`src/rtl/count_pkg.sv`:
```
// count_pkg
// Shared definitions for the event counter and the seven-segment display
// stage that renders its count.
//   COUNT_W          width of the count bus seen by both blocks
//   CNT_MAX_DEFAULT  default upper bound of the count (three decimal digits)
//   state_t          run/stop FSM state encoding
package count_pkg;

  localparam int COUNT_W         = 16;
  localparam int CNT_MAX_DEFAULT = 999;

  typedef enum logic [0:0] {
    ST_STOP = 1'b0,
    ST_RUN  = 1'b1
  } state_t;

endpackage

```
`src/rtl/key_debounce.sv`:
```
// key_debounce
// Filters a synchronized push-button level. The output level only changes
// after the input has disagreed with it for long enough; any sample that
// agrees with the current output restarts the wait.
// Only instantiated when EVT_DEBOUNCE_EN is defined.
// Parameters:
//   DB_CYCLES  stable-sample length, >= 2
// Ports:
//   clk    in  system clock, rising edge
//   rst_n  in  asynchronous active-low reset
//   din    in  synchronized raw level
//   dout   out debounced level (reset value 0)
module key_debounce
  import count_pkg::*;
#(
  parameter int DB_CYCLES = 16
) (
  input  logic clk,
  input  logic rst_n,
  input  logic din,
  output logic dout
);

  localparam int CW = (DB_CYCLES > 2) ? $clog2(DB_CYCLES) : 1;
  // The level flips on the edge where the run of differing samples would
  // reach DB_CYCLES-1, so a new level appears DB_CYCLES edges after the
  // raw input was first sampled.
  localparam logic [CW-1:0] FLIP_AT = CW'(DB_CYCLES - 2);

  logic [CW-1:0] cnt;

  always_ff @(posedge clk or negedge rst_n) begin
    if (!rst_n) begin
      cnt  <= '0;
      dout <= 1'b0;
    end else if (din == dout) begin
      cnt <= '0;
    end else if (cnt == FLIP_AT) begin
      cnt  <= '0;
      dout <= din;
    end else begin
      cnt <= cnt + 1'b1;
    end
  end

endmodule

```
`src/rtl/event_count_ctrl.sv`:
```
// event_count_ctrl
// Turns three raw push buttons and a direction switch into a wrapping
// up/down count in 0..CNT_MAX for the seven-segment scan stage.
// Build option: define EVT_DEBOUNCE_EN to debounce the three keys
// (dir is never debounced).
// Parameters:
//   CNT_MAX    upper count bound, 1..65535
//   DB_CYCLES  debounce stable-sample length (only with EVT_DEBOUNCE_EN)
// Ports:
//   clk      in  system clock, rising edge
//   rst_n    in  asynchronous active-low reset
//   key_evt  in  raw event button, rising edge counts one event
//   key_run  in  raw run/stop button, rising edge toggles run state
//   key_clr  in  raw clear button, rising edge zeroes the count
//   dir      in  1 = count up, 0 = count down
//   count    out current count
//   running  out high while in the RUN state
//   wrap     out one-cycle pulse with the count update that wraps
module event_count_ctrl
  import count_pkg::*;
#(
  parameter int CNT_MAX   = CNT_MAX_DEFAULT,
  parameter int DB_CYCLES = 16
) (
  input  logic               clk,
  input  logic               rst_n,
  input  logic               key_evt,
  input  logic               key_run,
  input  logic               key_clr,
  input  logic               dir,
  output logic [COUNT_W-1:0] count,
  output logic               running,
  output logic               wrap
);

  localparam logic [COUNT_W-1:0] MAX_VAL = COUNT_W'(CNT_MAX);

  // Bit order for all per-input vectors: {dir, clr, run, evt}.
  logic [3:0] sync_q1, sync_q2;
  logic [2:0] key_lvl, key_lvl_d, key_pulse;
  logic       dir_s, evt_p, run_p, clr_p;
  state_t     state, state_nxt;

  always_ff @(posedge clk or negedge rst_n) begin
    if (!rst_n) begin
      sync_q1 <= '0;
      sync_q2 <= '0;
    end else begin
      sync_q1 <= {dir, key_clr, key_run, key_evt};
      sync_q2 <= sync_q1;
    end
  end

  assign dir_s = sync_q2[3];

`ifdef EVT_DEBOUNCE_EN
  for (genvar i = 0; i < 3; i++) begin : g_db
    key_debounce #(
      .DB_CYCLES(DB_CYCLES)
    ) u_db (
      .clk  (clk),
      .rst_n(rst_n),
      .din  (sync_q2[i]),
      .dout (key_lvl[i])
    );
  end
`else
  assign key_lvl = sync_q2[2:0];
`endif

  always_ff @(posedge clk or negedge rst_n) begin
    if (!rst_n) key_lvl_d <= '0;
    else        key_lvl_d <= key_lvl;
  end

  // A held key yields a single pulse on its rising edge only.
  assign key_pulse = key_lvl & ~key_lvl_d;
  assign evt_p     = key_pulse[0];
  assign run_p     = key_pulse[1];
  assign clr_p     = key_pulse[2];

  always_comb begin
    state_nxt = state;
    if (run_p) begin
      if (state == ST_RUN) state_nxt = ST_STOP;
      else                 state_nxt = ST_RUN;
    end
  end

  always_ff @(posedge clk or negedge rst_n) begin
    if (!rst_n) begin
      state   <= ST_STOP;
      running <= 1'b0;
    end else begin
      state   <= state_nxt;
      running <= (state_nxt == ST_RUN);
    end
  end

  // Events are qualified by the current (pre-toggle) state, and clear
  // overrides any event in the same cycle, including one that would wrap.
  always_ff @(posedge clk or negedge rst_n) begin
    if (!rst_n) begin
      count <= '0;
      wrap  <= 1'b0;
    end else begin
      wrap <= 1'b0;
      if (clr_p) begin
        count <= '0;
      end else if (evt_p && state == ST_RUN) begin
        if (dir_s) begin
          if (count == MAX_VAL) begin
            count <= '0;
            wrap  <= 1'b1;
          end else begin
            count <= count + 1'b1;
          end
        end else begin
          if (count == '0) begin
            count <= MAX_VAL;
            wrap  <= 1'b1;
          end else begin
            count <= count - 1'b1;
          end
        end
      end
    end
  end

endmodule

```
`config.mk`:
```
export PLATFORM = sky130hd
export DESIGN_NAME = event_count_ctrl
export DESIGN_NICKNAME = d
export VERILOG_FILES = /design/src/rtl/count_pkg.sv /design/src/rtl/key_debounce.sv /design/src/rtl/event_count_ctrl.sv
export SDC_FILE = /design/constraint.sdc
export NUM_CORES = 1
export LEC_CHECK = 0
export CORE_MARGIN = 1.5
export CORE_UTILIZATION = 59
export DETAILED_ROUTE_END_ITERATION = 12
export PLACE_DENSITY = 0.84
export SYNTH_ARGS = -nofsm -noshare
export SYNTH_HDL_FRONTEND = slang
export SYNTH_SLANG_ARGS = --single-unit
```
`constraint.sdc`:
```
create_clock -name clk -period 4.3 [get_ports clk]
set_input_delay 0.86 -clock clk [delete_from_list [all_inputs] [get_ports clk]]
set_output_delay 0.86 -clock clk [all_outputs]
set_load 0.01 [all_outputs]
```
**Word-level counts from Yosys, hierarchy flattened**

Cells that the tools add are included.

- Register bits after elaboration: 29

- $add $sub $neg: 2
- Equality and inequality tests: 1
- Multiplexer cells: 11
- Bitwise operators: 2
- Reduce and logical (&&, ||, !) cells: 3

Operators with widths:

| kind | count |
|---|---|
| two-way mux 16 bit | 5 |
| adder 16 x 1 -> 16 bit (second input constant) | 1 |
| equality test 16 x 10 -> 1 bit (second input constant) | 1 |
| logical NOT 16 bit | 1 |
| subtractor 16 x 1 -> 16 bit (second input constant) | 1 |
| two-way mux 1 bit | 6 |
| AND 3 bit | 1 |
| inverter 3 bit | 1 |
| nonzero test 2 bit | 1 |
| logical AND 1 bit | 1 |

**Depth between registers and ports, before layout**

Gate-level depths: netlist (run 1).

- Depth in word-level cells: 5
- Depth in mapped cells: 8
- Depth with buffers taken out: 7

**Worst setup path after synthesis (run 1)**

No wires, ideal clock.

- Kind: register -> register
- Start point: register count[5]
- End point: register count[7]
- Library setup time: 0.118 ns
- Arrival: 1.777 ns
- Required time: 4.182 ns
- Setup slack: 2.405 ns
- Stages on the path, launching flop included: 7
- Clock period less this slack: 1.895 ns
- Path through: dfrtp_1 > buf_6 > or4_4 > o31a_1 > nor4_1 > a211oi_1 > a21o_1

- Longest elaborated chain between the ends: 5

Ends and longest elaborated chain:

| element | RTL line | text |
|---|---|---|
| start: declaration | event_count_ctrl.sv:31 | `output logic [COUNT_W-1:0] count,` |
| start signal: assignment | event_count_ctrl.sv:116 | `count <= count + 1'b1;` |
| start signal: assignment | event_count_ctrl.sv:123 | `count <= count - 1'b1;` |
| subtractor 16 x 1 -> 16 bit, or another cell as far along | event_count_ctrl.sv:123 |  |
| two-way mux 16 bit (on tied branches) | event_count_ctrl.sv:119, event_count_ctrl.sv:112 |  |
| two-way mux 16 bit * | event_count_ctrl.sv:111 | `if (dir_s) begin` |
| two-way mux 16 bit * | event_count_ctrl.sv:110 | `end else if (evt_p && state == ST_RUN) begin` |
| two-way mux 16 bit * | event_count_ctrl.sv:108 | `if (clr_p) begin` |

Mark *: on every way between the ends. The rest lies on a longest branch, timed or not. The select of a mux whose other input is x is not followed.
A chain may end at the register's enable or synchronous reset.

**Worst setup path in the final report (run 1)**

- Start point: register count[2]
- End point: output count[2]

No word-level cell between the ends.

==> impl_metrics.env, run 1 <==
export IMPL_cp_slowest_stage_delay_ns=0.71
export IMPL_io_buffers=23
export IMPL_finalInstanceArea_sq_um=2120
export IMPL_yosysMostFrequentCell="dfrtp_1"
export IMPL_synth_top_cell_by_area="dfrtp_1"
export IMPL_io_pins=24
export IMPL_async_reset_ff_share_pct=100
export IMPL_worst_slew_pin_slew_ns=0.862
export IMPL_placed_cells=247
export IMPL_synth_seq_cells=29
export IMPL_p_sw_share_pct=42.8
export IMPL_peakVddDrop_v=0.000359
export IMPL_start_kind="register"
export IMPL_routedWlPerCell_microns=16.8
export IMPL_hold_depth=0
export IMPL_pwr_share_clk_pct=16.8
export IMPL_required_ns=3.44
export IMPL_rows=20
export IMPL_syn_num_nets=202
export IMPL_seq_area_frac_synth_pct=39.1
export IMPL_grt_ovfl_total=0
export IMPL_netlist_area_sq_um=1850
export IMPL_grt_pass1_vias=1546
export IMPL_synth_commonest_cells="dfrtp_1 (29), nand2_1 (13), nor2_1 (12)"
export IMPL_yosysUniqueCellTypes=58
export IMPL_fin_tns_setup_ns=0
export IMPL_power_frac_comb_pct=48.7
export IMPL_placed_cell_area_sq_um=2040
export IMPL_p_seq_share_pct=34.5
export IMPL_dp_slack_ns=1.92
export IMPL_track_usage_pct=28.2
export IMPL_synthFlopType="dfrtp_1"
export IMPL_vias=1642
export IMPL_htree_num_levels=2
export IMPL_hold_end="sync_q2[0]"
export IMPL_min_period_over_period_pct=59.1
export IMPL_critPathCaptureType="primary output"
export IMPL_drc_errors=0
export IMPL_clk_path_buf_depth=2
export IMPL_wl_microns=4270
export IMPL_slew_limit_headroom_pct=42.3
export IMPL_critical_path_top_delay_family="flip-flops"
export IMPL_setup_violations=0
export IMPL_max_clock_freq_mhz=394
export IMPL_cts_sinks=29
export IMPL_min_period_ns=2.54
export IMPL_synthTopCellsByArea="dfrtp_1 (39%), nand4_1 (3.7%), xnor2_1 (2.8%)"
export IMPL_rsz0062_at_grt="false"
export IMPL_holdCritStartpoint="sync_q1[0]"
export IMPL_stdcell_count=255
export IMPL_grt_max_degree=30
export IMPL_final_hold_violation_count=0
export IMPL_min_path_type="reg2reg"
export IMPL_synth_edf_count=0
export IMPL_area_growth_pct=14.6
export IMPL_hold_buffers=0
export IMPL_clk_latency_ns=0.33
export IMPL_setup_ws_ns=1.76
export IMPL_status="completed"
export IMPL_crit_type="reg2out"
export IMPL_worstPathMaxFanout=17
export IMPL_fin_skew_ns=0.0144
export IMPL_p_int_mw=0.800
export IMPL_cts_setup_buffers=0
export IMPL_syn_area_per_cell_sq_um=9.61
export IMPL_die_area_sq_um=3490
export IMPL_drv_cap=0
export IMPL_cts_tree="yes"
export IMPL_core_area_sq_um=3030
export IMPL_place_hpwl_microns=3030
export IMPL_post_synth_inst_count=193
export IMPL_path_cells="clkdlybuf4s50_1"
export IMPL_r2r_cells=5
export IMPL_ant_nets=0
export IMPL_final_max_slew_viol_count=0
export IMPL_grt_pass1_wl_microns=7330
export IMPL_clk_pin_slew_ns=0.10
export IMPL_post_cts_resized=0
export IMPL_antennaDiodeCount=0
export IMPL_regToRegSetupSlack_ns=1.83
export IMPL_drive_above_1_share_pct=9.95
export IMPL_start_util_pct=61.2
export IMPL_viasPerCell=6.44
export IMPL_slowest_stage="dfrtp_1"
export IMPL_cts_root_buf="clkbuf_4"
export IMPL_synth_top_area_share_pct=39.1
export IMPL_timing_rr_start="count[10]"
export IMPL_cp_arrival_ns=1.68
export IMPL_cp_num_buf_inv=1
export IMPL_p_switching_mw=0.599
export IMPL_gp_congestion=0.906
export IMPL_r2r_end="count[6]"
export IMPL_power_density_nw_per_um2=659
export IMPL_drtIter0Drc=116
export IMPL_die_height_microns=59.1
export IMPL_final_nets=219
export IMPL_dr_pass1_iters=4
export IMPL_cts_buffers=5
export IMPL_power_leakage_nw=0.866
export IMPL_die_x_microns=59.1
export IMPL_antenna_found_initial=0
export IMPL_hold_slack_ns=0.348
export IMPL_ys_warn_count=0
-- registers in the layout, summed over array words and instances (netlist names) --
register   count
wrap           1
sync_q1        4
key_lvl_d      3
sync_q2        4
count         16
state          1
-- area by class of cell --
| class | count | area, sq um |
|---|---|---|
| fill | 234 | 903 |
| sequential | 29 | 726 |
| tap | 44 | 55.1 |
| clock buffer | 6 | 51.3 |
| inverter | 5 | 18.8 |
| timing repair buffer | 24 | 238 |
| clock inverter | 2 | 37.5 |
| multi-input combinational | 145 | 998 |
-- kinds of logic (layout without fill, tap and decap cells) --
family	count (synthesis)	after routing	synth area share [%]
xor+xnor	8	8	3.78
buf+inv	19	37	7.02
compound gates	49	49	19.2
fa+ha+maj	3	3	2.02
simple gates	85	85	28.9
flops	29	29	39.1
-- cells in the final DEF, fill, tap and decap left out, drive strengths merged, types with 3 or more instances in the layout --
cell / n
a211oi: 3
a21o: 3
a21oi: 6
and4: 4
clkbuf: 6
clkdlybuf4s50: 23
dfrtp: 29
ha: 3
inv: 5
nand2: 14
nand2b: 4
nand3: 5
nand4: 11
nor2: 12
nor3: 4
nor3b: 4
nor4: 8
o21a: 5
o21ai: 8
o22ai: 4
or2: 4
or3: 4
xnor2: 6
-- worst max path at each step --
stage,from,end,slack (ns),cells after the start
6_report,count[2],count[2],1.76,1
2_1_floorplan,count[5],count[7],2.41,6
4_1_cts,count[2],count[2],1.77,1
3_3_place_gp,count[2],count[6],2.05,5
3_5_place_dp,count[10],count[6],1.92,5
5_1_grt,count[2],count[2],1.70,1
-- power by group through the flow --
stage / sequential, mW / combinational [mW] / clock, mW
floorplan: 0.441 / 0.505 / 0
global placement: 0.474 / 0.648 / 0
detailed placement: 0.484 / 0.672 / 0
CTS: 0.479 / 0.677 / 0.241
global route: 0.500 / 0.754 / 0.254
finish: 0.482 / 0.682 / 0.235
-- worst register-to-register path, stage by stage, from the launching register on --
cell	delay, ns
dfrtp_1	0.48
nor4_2	0.53
nand4_1	0.24
o21ai_1	0.74
a211oi_1	0.09
a211o_1	0.30
-- through the flow --
stage | power (mW) | utilization, %
final | 1.40 | 70.2
after global routing | 1.51 | 70.2
after CTS | 1.40 | 70.2
after detailed placement | 1.16 | 67.2
after global placement | 1.12 | 67.2
after floorplan | 0.946 | -
-- metal layers --
| metal | GRT usage [%] | vias to the layer above | part of all wire, % |
|---|---|---|---|
| met5 | 0 | - | 0 |
| met4 | 11.4 | 0 | 1.8 |
| met3 | 6.11 | 8 | 7.3 |
| met2 | 45.4 | 84 | 49 |
| met1 | 36.9 | 788 | 42 |
| li1 | - | 762 | - |
(Power assumes the default switching activity.)
==> run 2, diff against run 1 <==
--- a/config.mk
+++ b/config.mk
@@ -6,9 +6,9 @@
 export NUM_CORES = 1
 export LEC_CHECK = 0
 export CORE_MARGIN = 1.5
-export CORE_UTILIZATION = 59
+export CORE_UTILIZATION = 55
 export DETAILED_ROUTE_END_ITERATION = 12
-export PLACE_DENSITY = 0.84
+export PLACE_DENSITY = 0.79
 export SYNTH_ARGS = -nofsm -noshare
 export SYNTH_HDL_FRONTEND = slang
 export SYNTH_SLANG_ARGS = --single-unit
==> constraint.sdc (replaced) <==
create_clock -name clk -period 2.5 [get_ports clk]
set_input_delay 0.5 -clock clk [delete_from_list [all_inputs] [get_ports clk]]
set_output_delay 0.5 -clock clk [all_outputs]
set_load 0.01 [all_outputs]
==> run 2 against run 1 <==
Net effect:
- via count is 1.8% higher
- register-to-register slack worse by 1.5 ns
- power is 74% higher
- critical endpoint unchanged
- largest cell class unchanged
==> impl_metrics.env, run 2 (synthesis results as in run 1) <==
export IMPL_viasPerCell=6.40
export IMPL_cts_root_buf="clkbuf_4"
export IMPL_grt_max_degree=30
export IMPL_cts_buffers=5
export IMPL_fin_skew_ns=0.0110
export IMPL_cp_slowest_stage_delay_ns=0.73
export IMPL_multiInputGateArea_sq_um=998
export IMPL_clk_pin_slew_ns=0.11
export IMPL_dr_pass1_iters=5
export IMPL_clk_latency_ns=0.34
export IMPL_hold_buffers=0
export IMPL_cts_tree="yes"
export IMPL_antenna_found_initial=0
export IMPL_grt_pass1_wl_microns=7200
export IMPL_critical_path_top_delay_family="flip-flops"
export IMPL_final_nets=225
export IMPL_post_cts_resized=0
export IMPL_gp_congestion=0.909
export IMPL_antennaDiodeCount=0
export IMPL_drc_errors=0
export IMPL_area_growth_pct=17.0
export IMPL_htree_num_levels=2
export IMPL_peakVddDrop_v=0.000593
export IMPL_final_max_slew_viol_count=0
export IMPL_top_regs="count: 16 flops, sync_q1: 4 flops, sync_q2: 4 flops"
export IMPL_rows=20
export IMPL_largest_reg_flops=16
export IMPL_min_period_over_period_pct=88.7
export IMPL_routedWlPerCell_microns=17.3
export IMPL_min_path_type="reg2reg"
export IMPL_n_fill_cell=250
export IMPL_die_area_sq_um=3730
export IMPL_power_density_nw_per_um2=1120
export IMPL_ant_nets=0
export IMPL_setup_violations=0
export IMPL_cts_setup_buffers=0
export IMPL_worst_slew_pin_slew_ns=0.577
export IMPL_finalInstanceArea_sq_um=2170
export IMPL_track_usage_pct=26.6
export IMPL_die_height_microns=61.1
export IMPL_worstPathMaxFanout=17
export IMPL_io_buffers=23
export IMPL_wl_microns=4520
export IMPL_start_util_pct=59.3
export IMPL_vias=1671
export IMPL_power_leakage_nw=0.895
export IMPL_placed_cell_area_sq_um=2080
export IMPL_cp_num_buf_inv=1
export IMPL_crit_type="reg2out"
export IMPL_cp_arrival_ns=1.72
export IMPL_status="completed"
export IMPL_final_cell_mix="dfrtp_1 (29), clkdlybuf4s50_1 (23), nand2_1 (13), nor2_1 (12), nand4_1 (11)"
export IMPL_path_cells="clkdlybuf4s50_1"
export IMPL_clk_path_buf_depth=2
export IMPL_final_hold_violation_count=0
export IMPL_max_clock_freq_mhz=451
export IMPL_io_pins=24
export IMPL_fin_tns_setup_ns=0
export IMPL_place_hpwl_microns=3200
export IMPL_start_kind="register"
export IMPL_regMostFlops="count"
export IMPL_required_ns=2.00
export IMPL_rsz0062_at_grt="false"
export IMPL_slew_limit_headroom_pct=61.2
export IMPL_critPathCaptureType="primary output"
export IMPL_grt_ovfl_total=0
export IMPL_cts_sinks=29
export IMPL_drtIter0Drc=120
export IMPL_seqCellArea_sq_um=726
export IMPL_min_period_ns=2.22
export IMPL_core_area_sq_um=3130
export IMPL_die_x_microns=61.1
export IMPL_drive_above_1_share_pct=12.4
export IMPL_grt_pass1_vias=1522
export IMPL_drv_cap=0
export IMPL_final_common_cell="dfrtp_1"
export IMPL_slowest_stage="dfrtp_1"
==> run 2: metrics by stage <==
step                      worst slack, ns  util (%)  hold slack (ns)  total power [mW]  cells
after floorplan                     0.605         -            0.204              1.63    193
after global placement              0.432      66.5            0.333              1.95    253
after detailed placement            0.330      66.5            0.336              2.00    253
after CTS                           0.285      69.4            0.365              2.43    261
after global routing                0.121      69.4            0.370              2.59    261
final                               0.283      69.4            0.363              2.43    261
==> run 2: final timing paths <==
kind	start	to	slack [ns]	cells after the start
max	count[2]	count[2]	0.28	1
min	sync_q1[2]	sync_q2[2]	0.36	0
max reg2reg	count[10]	count[6]	0.29	6
min reg2reg	sync_q1[2]	sync_q2[2]	0.36	0
max in group asynchronous	rst_n	sync_q2[3]	1.69	2
min in group asynchronous	rst_n	count[15]	0.53	2
==> run 2: layout make-up <==
cell class	instances	area share, %
Clock buffer	6	2.36
Clock inverter	2	1.73
Inverter	5	0.865
Multi-Input combinational cell	145	46.0
Sequential cell	29	33.4
Tap cell	44	2.54
Timing Repair Buffer	30	13.0
==> run 2: routing by layer <==
metal  part of all wire (%)  routed length [microns]  global-route usage (%)
met5                      0                        0                       0
met4                    1.4                       63                    9.01
met3                    7.9                      359                    6.72
met2                     47                     2150                    40.9
met1                     43                     1950                    36.9
==> run 2: power by group <==
| group | internal, mW | switching, mW |
|---|---|---|
| Sequential | 0.570 | 0.262 |
| Clock | 0.237 | 0.183 |
| Combinational | 0.579 | 0.602 |
| Total | 1.39 | 1.05 |
==> run 3, diff against run 2 <==
--- a/config.mk
+++ b/config.mk
@@ -8,6 +8,7 @@
 export CORE_MARGIN = 1.5
 export CORE_UTILIZATION = 55
 export DETAILED_ROUTE_END_ITERATION = 12
+export GPL_TIMING_DRIVEN = 0
 export PLACE_DENSITY = 0.79
 export SYNTH_ARGS = -nofsm -noshare
 export SYNTH_HDL_FRONTEND = slang
==> run 3 against run 2 <==
Net effect:
- hold slack got worse by 0.20 ns
- power rose by 1.8%
- wire length down 0.97%
- critical path depth up 6
- sequential power decreased by 11%
- worst setup slack improved by 0.11 ns
- combinational power increased by 13%
- critical path type is now reg2reg
==> impl_metrics.env, run 3 (synthesis results as in run 1) <==
export IMPL_slew_limit_headroom_pct=57.9
export IMPL_antennaDiodeCount=0
export IMPL_post_cts_resized=0
export IMPL_ant_nets=0
export IMPL_antenna_found_initial=0
export IMPL_setup_violations=0
export IMPL_cp_arrival_ns=2.35
export IMPL_regMostFlops="count"
export IMPL_path_cells="inv_1 > ha_1 > nor3b_1 > and4_1 > nor2_1 > o21ai_0 > a32o_1"
export IMPL_final_cell_mix="dfrtp_1 (29), clkdlybuf4s50_1 (22), nand2_1 (13), nor2_1 (12), nand4_1 (11)"
export IMPL_die_height_microns=61.1
export IMPL_crit_type="reg2reg"
export IMPL_die_x_microns=61.1
export IMPL_vias=1691
export IMPL_timing_rr_start="count[0]"
export IMPL_peakVddDrop_v=0.000623
export IMPL_rows=20
export IMPL_max_clock_freq_mhz=474
export IMPL_final_nets=232
export IMPL_min_period_ns=2.11
export IMPL_grt_pass1_vias=1568
export IMPL_largest_reg_flops=16
export IMPL_cts_sinks=29
export IMPL_viasPerCell=6.31
export IMPL_dr_pass1_iters=5
export IMPL_final_common_cell="dfrtp_1"
export IMPL_setup_worst_path_end="count[2]"
export IMPL_drc_errors=0
export IMPL_wl_microns=4470
export IMPL_final_max_slew_viol_count=0
export IMPL_r2r_cells=7
export IMPL_grt_max_degree=30
export IMPL_grt_pass1_wl_microns=7480
export IMPL_cts_buffers=5
export IMPL_cp_depth=7
export IMPL_cts_root_buf="clkbuf_4"
export IMPL_cts_setup_buffers=0
export IMPL_io_pins=24
export IMPL_area_growth_pct=19.9
export IMPL_htree_num_levels=2
export IMPL_track_usage_pct=28.0
export IMPL_core_area_sq_um=3130
export IMPL_worst_slew_pin_slew_ns=0.631
export IMPL_cts_tree="yes"
export IMPL_worstPathMaxFanout=8
export IMPL_place_hpwl_microns=3240
export IMPL_worstSetupStartpoint="count[0]"
export IMPL_gp_congestion=0.959
export IMPL_power_frac_comb_pct=53.6
export IMPL_p_int_mw=1.44
export IMPL_grt_ovfl_total=0
export IMPL_hold_buffers=0
export IMPL_cp_num_buf_inv=1
export IMPL_final_core_util_pct=71.1
export IMPL_total_power_mw=2.48
export IMPL_start_util_pct=59.3
export IMPL_fin_skew_ns=0.0159
export IMPL_final_hold_violation_count=0
export IMPL_status="completed"
export IMPL_routedWlPerCell_microns=16.7
export IMPL_critical_path_top_delay_family="simple AND/OR/NAND/NOR gates"
export IMPL_power_density_nw_per_um2=1110
export IMPL_drv_cap=0
export IMPL_cp_slowest_stage_delay_ns=0.49
export IMPL_start_kind="register"
export IMPL_min_path_type="in2async"
export IMPL_p_sw_share_pct=41.9
export IMPL_die_area_sq_um=3730
export IMPL_min_period_over_period_pct=84.3
export IMPL_clk_pin_slew_ns=0.11
export IMPL_top_regs="count: 16 flops, sync_q1: 4 flops, sync_q2: 4 flops"
export IMPL_drtIter0Drc=163
export IMPL_fin_tns_setup_ns=0
export IMPL_r2r_end="count[2]"
export IMPL_slowest_stage="dfrtp_1"
export IMPL_drive_above_1_share_pct=14.3
export IMPL_pwr_share_clk_pct=16.7
export IMPL_rsz0062_at_grt="false"
export IMPL_io_buffers=23
export IMPL_clk_latency_ns=0.34
export IMPL_clk_path_buf_depth=2
export IMPL_p_switching_mw=1.04
export IMPL_p_seq_share_pct=29.8
export IMPL_power_leakage_nw=0.925
export IMPL_required_ns=2.74
export IMPL_regToRegSetupSlack_ns=0.39
export IMPL_critPathCaptureType="register"
run 3: how the worst min path moves through the flow:
stage / start / end / slack (ns) / cells past startpoint
after global routing: rst_n / count[6] / 0.22 / 1
after CTS: sync_q1[3] / sync_q2[3] / 0.37 / 0
after detailed placement: sync_q1[2] / sync_q2[2] / 0.34 / 0
after global placement: sync_q1[1] / sync_q2[1] / 0.34 / 0
final: rst_n / count[6] / 0.16 / 1
after floorplan: rst_n / count[0] / 0.20 / 0
run 3: stage by stage:
stage                     hold WS [ns]  std cells  worst slack, ns  instance area [sq um]
after CTS                        0.365        268            0.424                   2230
after detailed placement         0.336        260            0.429                   2140
final                            0.165        268            0.392                   2220
after global routing             0.216        268            0.228                   2220
after floorplan                  0.204        193            0.605                   1850
after global placement           0.343        260            0.419                   2140
run 3: final cells by class:
cell class                      instances  area (sq um)
Clock inverter                          2          37.5
Timing Repair Buffer                   23           225
Multi-Input combinational cell        145           998
Fill cell                             243           905
Sequential cell                        29           726
Clock buffer                            6          51.3
Inverter                                5          18.8
Buffer                                 14           111
Tap cell                               44          55.1
run 3: per-layer routing:
layer / global-route usage, % / share of wire (%) / vias to the layer above
li1: - / - / 783
met4: 11.8 / 2.6 / 0
met1: 38.4 / 42 / 811
met5: 0 / 0 / -
met2: 43.6 / 49 / 81
met3: 5.04 / 7.1 / 16
run 3: power by group through the flow:
stage               Clock [mW]  Combinational, mW  Sequential [mW]
finish                   0.413               1.33            0.738
detailed placement           0               1.32            0.746
global placement             0               1.29            0.739
CTS                      0.421               1.32            0.738
floorplan                    0              0.868            0.758
global route             0.439               1.47            0.757
